`src/rtl/mill_modif_pkg.sv`:
```
// Shared definitions for the Modified Miller encoder: timing defaults, FSM encoding
// and the X/Y/Z sequence codes used by both mill_modif_mod and mill_modif_demod.
package mill_modif_pkg;

    localparam int unsigned ETU_LEN_DEF   = 32;
    localparam int unsigned PAUSE_LEN_DEF = 8;

    typedef enum logic [2:0] {
        StIdle,
        StSof,
        StData,
        StPar,
        StEof0,
        StEofY
    } state_t;

    typedef enum logic [1:0] {
        SeqY = 2'd0,
        SeqX = 2'd1,
        SeqZ = 2'd2
    } seq_t;

    // A 1 is always X; a 0 is Y after a 1 and Z after a 0.
    function automatic seq_t miller_code(input logic b, input logic prev);
        if (b) begin
            return SeqX;
        end
        return prev ? SeqY : SeqZ;
    endfunction

endpackage

```
`src/rtl/mill_modif_etu_timer.sv`:
```
// Bit-period counter with end-of-ETU strobe and pause-window decode. The decode is done
// on the next counter value so the caller can register the carrier-enable output.
module mill_modif_etu_timer
    import mill_modif_pkg::*;
#(
    parameter int unsigned ETU_LEN   = ETU_LEN_DEF,
    parameter int unsigned PAUSE_LEN = PAUSE_LEN_DEF
) (
    input  logic clk,
    input  logic in_PoR,
    input  logic active,
    input  seq_t seq,
    output logic etu_end,
    output logic pause_next
);

    localparam int unsigned CntW = $clog2(ETU_LEN);
    localparam logic [CntW-1:0] LastCnt = CntW'(ETU_LEN - 1);
    localparam logic [CntW-1:0] HalfCnt = CntW'(ETU_LEN / 2);
    localparam logic [CntW-1:0] PauseW  = CntW'(PAUSE_LEN);

    logic [CntW-1:0] cnt_q, cnt_d, x_off;

    always_comb begin
        etu_end = active && (cnt_q == LastCnt);
        if (!active || etu_end) begin
            cnt_d = '0;
        end else begin
            cnt_d = cnt_q + CntW'(1);
        end
        x_off      = cnt_d - HalfCnt;
        pause_next = 1'b0;
        unique case (seq)
            SeqZ:    pause_next = (cnt_d < PauseW);
            SeqX:    pause_next = (cnt_d >= HalfCnt) && (x_off < PauseW);
            default: pause_next = 1'b0;
        endcase
    end

    always_ff @(posedge clk) begin
        if (!in_PoR) begin
            cnt_q <= '0;
        end else begin
            cnt_q <= cnt_d;
        end
    end

endmodule

```
`src/rtl/mill_modif_mod.sv`:
```
// Modified Miller encoder, ISO 14443-A reader-to-card at 106 kbit/s.
// Optional odd parity per byte when MILL_MODIF_PARITY_EN is defined.
module mill_modif_mod
    import mill_modif_pkg::*;
#(
    parameter int unsigned ETU_LEN   = ETU_LEN_DEF,
    parameter int unsigned PAUSE_LEN = PAUSE_LEN_DEF
) (
    input  logic       clk,
    input  logic       in_PoR,
    input  logic       in_valid,
    input  logic [7:0] in_byte,
    input  logic       in_last,
    output logic       out_ready,
    output logic       out_data,
    output logic       out_busy,
    output logic       out_err
);

    state_t     state_q, state_d;
    logic [7:0] hold_q, hold_d;
    logic       hold_valid_q, hold_valid_d;
    logic       hold_last_q, hold_last_d;
    logic [7:0] shift_q, shift_d;
    logic       cur_last_q, cur_last_d;
    logic [2:0] bit_idx_q, bit_idx_d;
    logic       prev_q, prev_d;
`ifdef MILL_MODIF_PARITY_EN
    logic       par_q, par_d;
`endif
    logic       out_data_q, busy_q, err_q, err_d;
    logic       accept, load, byte_done;
    logic       etu_end, pause_next;
    seq_t       seq_next;

    mill_modif_etu_timer #(
        .ETU_LEN  (ETU_LEN),
        .PAUSE_LEN(PAUSE_LEN)
    ) u_etu_timer (
        .clk       (clk),
        .in_PoR    (in_PoR),
        .active    (state_q != StIdle),
        .seq       (seq_next),
        .etu_end   (etu_end),
        .pause_next(pause_next)
    );

    always_comb begin
        accept       = in_valid && !hold_valid_q;
        state_d      = state_q;
        hold_d       = hold_q;
        hold_valid_d = hold_valid_q;
        hold_last_d  = hold_last_q;
        shift_d      = shift_q;
        cur_last_d   = cur_last_q;
        bit_idx_d    = bit_idx_q;
        prev_d       = prev_q;
`ifdef MILL_MODIF_PARITY_EN
        par_d        = par_q;
`endif
        err_d        = 1'b0;
        load         = 1'b0;
        byte_done    = 1'b0;

        unique case (state_q)
            StIdle: begin
                if (hold_valid_q) begin
                    state_d = StSof;
                    load    = 1'b1;
                end
            end
            StSof: begin
                if (etu_end) begin
                    state_d = StData;
                    prev_d  = 1'b0;
                end
            end
            StData: begin
                if (etu_end) begin
                    prev_d    = shift_q[0];
                    shift_d   = {1'b0, shift_q[7:1]};
                    bit_idx_d = bit_idx_q + 3'd1;
                    if (bit_idx_q == 3'd7) begin
`ifdef MILL_MODIF_PARITY_EN
                        state_d = StPar;
`else
                        byte_done = 1'b1;
`endif
                    end
                end
            end
`ifdef MILL_MODIF_PARITY_EN
            StPar: begin
                if (etu_end) begin
                    prev_d    = par_q;
                    byte_done = 1'b1;
                end
            end
`endif
            StEof0: begin
                if (etu_end) begin
                    state_d = StEofY;
                    prev_d  = 1'b0;
                end
            end
            StEofY: begin
                if (etu_end) begin
                    state_d = StIdle;
                end
            end
            default: state_d = StIdle;
        endcase

        // Byte boundary: continue with the held byte, close the frame, or flag underrun.
        if (byte_done) begin
            if (cur_last_q) begin
                state_d = StEof0;
            end else if (hold_valid_q) begin
                state_d = StData;
                load    = 1'b1;
            end else begin
                state_d = StEof0;
                err_d   = 1'b1;
            end
        end

        if (load) begin
            shift_d      = hold_q;
            cur_last_d   = hold_last_q;
            hold_valid_d = 1'b0;
            bit_idx_d    = 3'd0;
`ifdef MILL_MODIF_PARITY_EN
            par_d        = ~(^hold_q);
`endif
        end

        if (accept) begin
            hold_d       = in_byte;
            hold_last_d  = in_last;
            hold_valid_d = 1'b1;
        end
    end

    // Sequence shape of the cycle that follows the next edge.
    always_comb begin
        seq_next = SeqY;
        unique case (state_d)
            StSof:   seq_next = SeqZ;
            StData:  seq_next = miller_code(shift_d[0], prev_d);
`ifdef MILL_MODIF_PARITY_EN
            StPar:   seq_next = miller_code(par_d, prev_d);
`endif
            StEof0:  seq_next = miller_code(1'b0, prev_d);
            default: seq_next = SeqY;
        endcase
    end

    always_ff @(posedge clk) begin
        if (!in_PoR) begin
            state_q      <= StIdle;
            hold_q       <= '0;
            hold_valid_q <= 1'b0;
            hold_last_q  <= 1'b0;
            shift_q      <= '0;
            cur_last_q   <= 1'b0;
            bit_idx_q    <= '0;
            prev_q       <= 1'b0;
`ifdef MILL_MODIF_PARITY_EN
            par_q        <= 1'b0;
`endif
            out_data_q   <= 1'b1;
            busy_q       <= 1'b0;
            err_q        <= 1'b0;
        end else begin
            state_q      <= state_d;
            hold_q       <= hold_d;
            hold_valid_q <= hold_valid_d;
            hold_last_q  <= hold_last_d;
            shift_q      <= shift_d;
            cur_last_q   <= cur_last_d;
            bit_idx_q    <= bit_idx_d;
            prev_q       <= prev_d;
`ifdef MILL_MODIF_PARITY_EN
            par_q        <= par_d;
`endif
            out_data_q   <= !pause_next;
            busy_q       <= (state_d != StIdle);
            err_q        <= err_d;
        end
    end

    assign out_ready = !hold_valid_q;
    assign out_data  = out_data_q;
    assign out_busy  = busy_q;
    assign out_err   = err_q;

endmodule
```
`config.mk`:
```
export PLATFORM = sky130hd
export DESIGN_NAME = mill_modif_mod
export DESIGN_NICKNAME = d
export VERILOG_FILES = /design/src/rtl/mill_modif_pkg.sv /design/src/rtl/mill_modif_etu_timer.sv /design/src/rtl/mill_modif_mod.sv
export SDC_FILE = /design/constraint.sdc
export NUM_CORES = 1
export LEC_CHECK = 0
export CAP_MARGIN = 0
export CELL_PAD_IN_SITES_DETAIL_PLACEMENT = 1
export CELL_PAD_IN_SITES_GLOBAL_PLACEMENT = 1
export CORE_MARGIN = 3
export CORE_UTILIZATION = 45
export DETAILED_ROUTE_END_ITERATION = 10
export PLACE_DENSITY = 0.87
export SYNTH_ARGS = -nofsm -noshare
export SYNTH_HDL_FRONTEND = slang
export SYNTH_SLANG_ARGS = --single-unit
```
`constraint.sdc`:
```
create_clock -name clk -period 6.65 [get_ports clk]
set_clock_uncertainty 0.2 [all_clocks]
set_input_delay 0.665 -clock clk [delete_from_list [all_inputs] [get_ports clk]]
set_output_delay 0.665 -clock clk [all_outputs]
set_load 0.005 [all_outputs]
```
==> impl_metrics.tcl, run 1 <==
set metrics [dict create \
    rsz0062_at_grt "no" \
    hold_buffers 0 \
    holdWs_ns 0.2668 \
    reg2reg_depth 11 \
    cp.required_ns 6.70 \
    cts_tree "yes" \
    cts_buffer_depth 2 \
    syn_inst 167 \
    netlist_area_sq_um 1513 \
    top_layer_used "met4" \
    peakVddDrop_mv 0.1172 \
    ant_nets 0 \
    antenna_cells 0 \
    grt_overflow 0 \
    power_density_nw_per_um2 224.0 \
    fmax_mhz 254.9 \
    postSynthAreaPerCell_sq_um 9.058 \
    synth_cell_types 37 \
    finalCriticalPeriod_ns 3.922 \
    layout_common_cells "dfxtp_1 (34), nand2_1 (25), nor2_1 (21)" \
    die_y_um 63.98 \
    drv_slew 0 \
    final_common_cell "dfxtp_1" \
    ys_warn_count 0 \
    io_buffers 15 \
    clkTransAtPathRegs_ns 0.10 \
    coreArea_sq_um 3128 \
    fin_tns_setup_ns 0 \
    worst_pin_slew_ns 0.9068 \
    root_buffer "clkbuf_4" \
    vias_per_cell 5.400 \
    nFillCells 384 \
    post-route-period-util_pct 58.98 \
    syn-num-nets 185 \
    cp_max_fo 12 \
    rr_endpoint "out_data$_SDFF_PN1_" \
    startpoint "u_etu_timer.cnt_q[0]$_SDFF_PN0_" \
    antenna_found_initial 0 \
    yosys_most_used_dff "dfxtp_1" \
    r2r_setup_slack_ns 2.73 \
    grt_pass1_wl_um 5816 \
    routed_wl_um 3294 \
    grt_usage_pct 18.64 \
    ys_seq_area_share_pct 45.00 \
    area_delta_synth_final_pct 14.23 \
    final_nets 198 \
    grt_max_degree 24 \
    drt-met1-wl_um 1322 \
    fin_ws_ns 2.728 \
    die_area_sq_um 4093 \
    critPathKind "reg -> reg" \
    die_w_um 63.98 \
    status "complete, no violations" \
    slew_headroom_pct 39.46 \
    place.gp.congestion 0.7818 \
    async_flop_share_pct 0 \
    holdCritPathClass "reg -> reg" \
    drive_above_1_share_pct 6.630 \
    wire_per_inst_um 14.64 \
    hold_viol 0 \
    worstSetupEndpoint "out_data$_SDFF_PN1_" \
    dpl_worst_slack_ns 2.737 \
    power.leakage_nw 0.6616 \
    worstSetupEndpointType "register" \
    synth_seq_cells 34 \
    dpl.hpwl_um 2410 \
    cts_setup_buffers 0 \
    r2r-start "u_etu_timer.cnt_q[0]$_SDFF_PN0_" \
    cts_buffers 5 \
    vias 1215 \
    rows 20 \
    remaining_drc_errors 0 \
    dr_wl_met3_um 108 \
    arrival_ns 3.97 \
    io_pins 16 \
    cts.htree.levels 2 \
    cts.repair.resized 0 \
    dr.pass1.iters 4 \
    setup_viol 0 \
    synth-edff-count 0 \
    clk_latency_ns 0.35 \
    grt_pass1_vias 1324 \
    hold_start "hold_q[7]$_SDFFE_PN0P_" \
    cts_sinks 34 \
    maxCapViolations 0 \
    wl_met2_um 1792 \
    start_util_pct 48.36 \
    drt_iter0_drc 23 \
    start_kind "register" \
]
==> synth_stat cells (all sizes together), types with 2 or more instances <==
cell,count,share of area (%)
nor2,22,5.6
o21ai,2,0.66
inv,5,1.2
o211ai,2,1.3
mux2,2,2.0
dfxtp,34,45
xnor2,2,1.2
nor2b,5,2.1
a21oi,12,4.0
mux2i,9,6.0
nand3b,2,0.99
clkbuf,3,0.74
a22oi,2,0.99
and3,4,1.7
buf,6,2.6
a211oi,8,4.0
nand2b,2,0.83
nand2,25,6.2
ha,6,5.0
==> how the worst min path moves through the flow <==
| stage | slack [ns] | endpoint | cells past startpoint |
|---|---|---|---|
| 2_1_floorplan | 0.22 | u_etu_timer.cnt_q[0]$_SDFF_PN0_ | 1 |
| 3_3_place_gp | 0.23 | u_etu_timer.cnt_q[0]$_SDFF_PN0_ | 1 |
| 3_5_place_dp | 0.25 | hold_q[6]$_SDFFE_PN0P_ | 2 |
| 4_1_cts | 0.27 | hold_q[7]$_SDFFE_PN0P_ | 2 |
| 5_1_grt | 0.30 | hold_q[7]$_SDFFE_PN0P_ | 2 |
| 6_report | 0.27 | hold_q[7]$_SDFFE_PN0P_ | 2 |
==> stage by stage <==
step                utilization [%]  cell area (sq um)  total power (W)  std cells
finish                        55.24               1728        0.0003871        225
global route                  55.24               1728        0.0004100        225
CTS                           55.24               1728        0.0003919        225
detailed placement            53.32               1668        0.0002700        217
global placement              53.32               1668        0.0002665        217
floorplan                         -               1513        0.0002514        167
==> power breakdown <==
group	leakage [nW]	switching (W)	internal [W]
Sequential	0.277	0.00000738	0.000213
Clock	0.0353	0.0000712	0.0000512
Combinational	0.349	0.0000225	0.0000214
==> per-layer routing <==
metal | track usage (%) | vias up
met5 | 0 | -
met4 | 9.434 | 0
met3 | 5.448 | 6
met2 | 34.97 | 18
met1 | 18.21 | 589
li1 | - | 602
==> worst max-delay path: stages (launching register included) <==
cell	delay, ns
dfxtp_1	0.38
ha_1	0.20
and3_1	0.17
ha_1	0.34
nor4bb_4	0.89
mux2_4	0.35
mux2_4	0.27
o22ai_1	0.22
a22o_1	0.16
ha_1	0.17
o21ai_0	0.09
a311o_1	0.37
==> cell type report <==
cell class,instances,area (sq um),share of cell area (%)
Clock buffer,7,55.05,3.186
Clock inverter,1,5.005,0.2896
Inverter,5,18.77,1.086
Multi-Input combinational cell,119,763.2,44.17
Sequential cell,34,680.7,39.39
Tap cell,44,55.05,3.186
Timing Repair Buffer,15,150.1,8.689
==> cell families after synthesis <==
kind of cell	Yosys count	share of synthesized area, %
AOI/OAI and AO/OA	31	13.57
xor gates and xnor gates	3	1.737
adders and majority gates	6	4.963
buffers and inverters	14	4.549
DFF	34	45.00
muxes	11	7.941
and+or+nand+nor	68	22.25
==> state kept, by name, summed over array words and instances (netlist names) <==
signal             count
bit_idx_q              3
cur_last_q             1
hold_last_q            1
hold_q                 8
hold_valid_q           1
out_busy               1
out_data               1
out_err                1
prev_q                 1
shift_q                8
state_q                3
u_etu_timer.cnt_q      5
Note: power is estimated with default switching activity, not from simulation.
==> inputs of run 2 (changes only) <==
CORE_UTILIZATION = 38   (was 45)
PLACE_DENSITY = 0.79   (was 0.87)
clock period = 3.5 ns   (was 6.65 ns; I/O delays follow)
==> impl_metrics.tcl, run 2 (synthesized netlist as in run 1, its figures left out) <==
set metrics [dict create \
    dpl_worst_slack_ns 0.3845 \
    start_util_pct 40.41 \
    grt_pass1_vias 1292 \
    hold_viol 0 \
    antenna_found_initial 0 \
    clk_latency_ns 0.28 \
    coreArea_sq_um 3744 \
    critPathKind "reg -> reg" \
    cpMostUsedCell "ha_1" \
    vias_per_cell 5.247 \
    drt_iter0_drc 54 \
    fin_ws_ns 0.3714 \
    cts.repair.resized 0 \
    holdCritPathClass "reg -> reg" \
    drv_slew 0 \
    p_clk_share_pct 34.7 \
    rsz0062_at_grt "no" \
    place.gp.congestion 0.7835 \
    clkTransAtPathRegs_ns 0.07 \
    cp.required_ns 3.47 \
    intPower_w 0.0005841 \
    final_common_cell "dfxtp_1" \
    p_switching_w 0.0001904 \
    cts_tree "yes" \
    reg2reg_depth 12 \
    vias 1212 \
    r2r-start "u_etu_timer.cnt_q[0]$_SDFF_PN0_" \
    power.leakage_nw 0.6800 \
    cts_buffer_depth 2 \
    fmax_mhz 319.6 \
    io_buffers 15 \
    grt_max_degree 24 \
    critPathSlowestCell "a311o_1" \
    fin_tns_setup_ns 0 \
    rr_endpoint "out_data$_SDFF_PN1_" \
    cts_setup_buffers 0 \
    worstSetupEndpointType "register" \
    routed_wl_um 3420 \
    seq_area_sq_um 680.7 \
    maxCapViolations 0 \
    switching_share_pct 24.58 \
    dpl.hpwl_um 2506 \
    arrival_ns 3.10 \
    die_w_um 69.10 \
    grt_usage_pct 15.59 \
    multiInputGateArea_sq_um 763.2 \
    grt_pass1_wl_um 6016 \
    area_delta_synth_final_pct 17.12 \
    finalCriticalPeriod_ns 3.129 \
    drive_above_1_share_pct 7.104 \
    slew_headroom_pct 49.31 \
    post-route-period-util_pct 89.39 \
    rows 22 \
    layout_common_cells "dfxtp_1 (34), nand2_1 (25), nor2_1 (21)" \
    remaining_drc_errors 0 \
    r2r_setup_slack_ns 0.37 \
    startpoint "u_etu_timer.cnt_q[0]$_SDFF_PN0_" \
    setup_viol 0 \
    grt_overflow 0 \
    antenna_cells 0 \
    worstSetupEndpoint "out_data$_SDFF_PN1_" \
    peakVddDrop_mv 0.2655 \
    die_y_um 69.10 \
    ant_nets 0 \
    pwr-share-comb_pct 11.1 \
    root_buffer "clkbuf_8" \
    slowest_delay_ns 0.37 \
    hold_buffers 0 \
    start_kind "register" \
    pwr-share-seq_pct 54.2 \
    cp_max_fo 9 \
    power_density_nw_per_um2 437.2 \
    io_pins 16 \
    cts.htree.levels 2 \
    crit_family "compound AO/OA/AOI/OAI gates" \
    final_nets 201 \
    cts_buffers 5 \
    cts_sinks 34 \
    nFillCells 475 \
    wire_per_inst_um 14.81 \
    worst_pin_slew_ns 0.7595 \
    path_buf_inv 1 \
    die_area_sq_um 4774 \
    status "complete, no violations" \
    crit_cells 12 \
    worstPathCellList "ha_1 > and3_1 > ha_1 > buf_4 > and3b_1 > o211ai_2 > mux2_4 > o22ai_1 > a22o_1 > ha_1 > o21ai_0 > a311o_1" \
    dr.pass1.iters 4 \
    reg.largest.list "hold_q (8), shift_q (8), u_etu_timer.cnt_q (5)" \
]
==> run 2: cell type report <==
class	count	area share [%]
multi-input cells	119	43.08
clock buffers	7	4.308
flip-flops and latches	34	38.42
inverters	5	1.059
repair buffers	18	9.746
well taps	48	3.390
==> run 2: routing by layer <==
| metal | vias to the layer above | GRT usage (%) | wire [um] |
|---|---|---|---|
| met2 | 18 | 27.54 | 1766 |
| met1 | 585 | 17.19 | 1501 |
| met3 | 4 | 5.102 | 112 |
| li1 | 605 | - | - |
| met4 | 0 | 5.857 | 39 |
| met5 | - | 0 | 0 |
==> run 2: power by group through the flow <==
stage	Clock [W]	Combinational (W)	Sequential (W)
after CTS	0.000279	0.0000875	0.000420
after global routing	0.000300	0.0000959	0.000422
after global placement	0	0.0000820	0.000427
final	0.000269	0.0000856	0.000420
after floorplan	0	0.0000554	0.000422
after detailed placement	0	0.0000870	0.000429
==> run 2: per-stage QoR <==
step	hold slack (ns)	instance area (sq um)	utilization [%]	instances	power [W]
after floorplan	0.2175	1513	-	167	0.0004776
after global routing	0.2692	1772	47.33	231	0.0008185
after CTS	0.2593	1772	47.33	231	0.0007859
final	0.2525	1772	47.33	231	0.0007745
after global placement	0.2292	1695	45.29	224	0.0005090
after detailed placement	0.2441	1695	45.29	224	0.0005156
==> run 2: worst min-delay path by stage <==
| stage | from | to | cells past startpoint |
|---|---|---|---|
| 6_report | u_etu_timer.cnt_q[0]$_SDFF_PN0_ | u_etu_timer.cnt_q[0]$_SDFF_PN0_ | 1 |
| 4_1_cts | u_etu_timer.cnt_q[0]$_SDFF_PN0_ | u_etu_timer.cnt_q[0]$_SDFF_PN0_ | 1 |
| 3_5_place_dp | u_etu_timer.cnt_q[0]$_SDFF_PN0_ | u_etu_timer.cnt_q[0]$_SDFF_PN0_ | 1 |
| 3_3_place_gp | u_etu_timer.cnt_q[0]$_SDFF_PN0_ | u_etu_timer.cnt_q[0]$_SDFF_PN0_ | 1 |
| 2_1_floorplan | u_etu_timer.cnt_q[0]$_SDFF_PN0_ | u_etu_timer.cnt_q[0]$_SDFF_PN0_ | 1 |
| 5_1_grt | u_etu_timer.cnt_q[0]$_SDFF_PN0_ | u_etu_timer.cnt_q[0]$_SDFF_PN0_ | 1 |
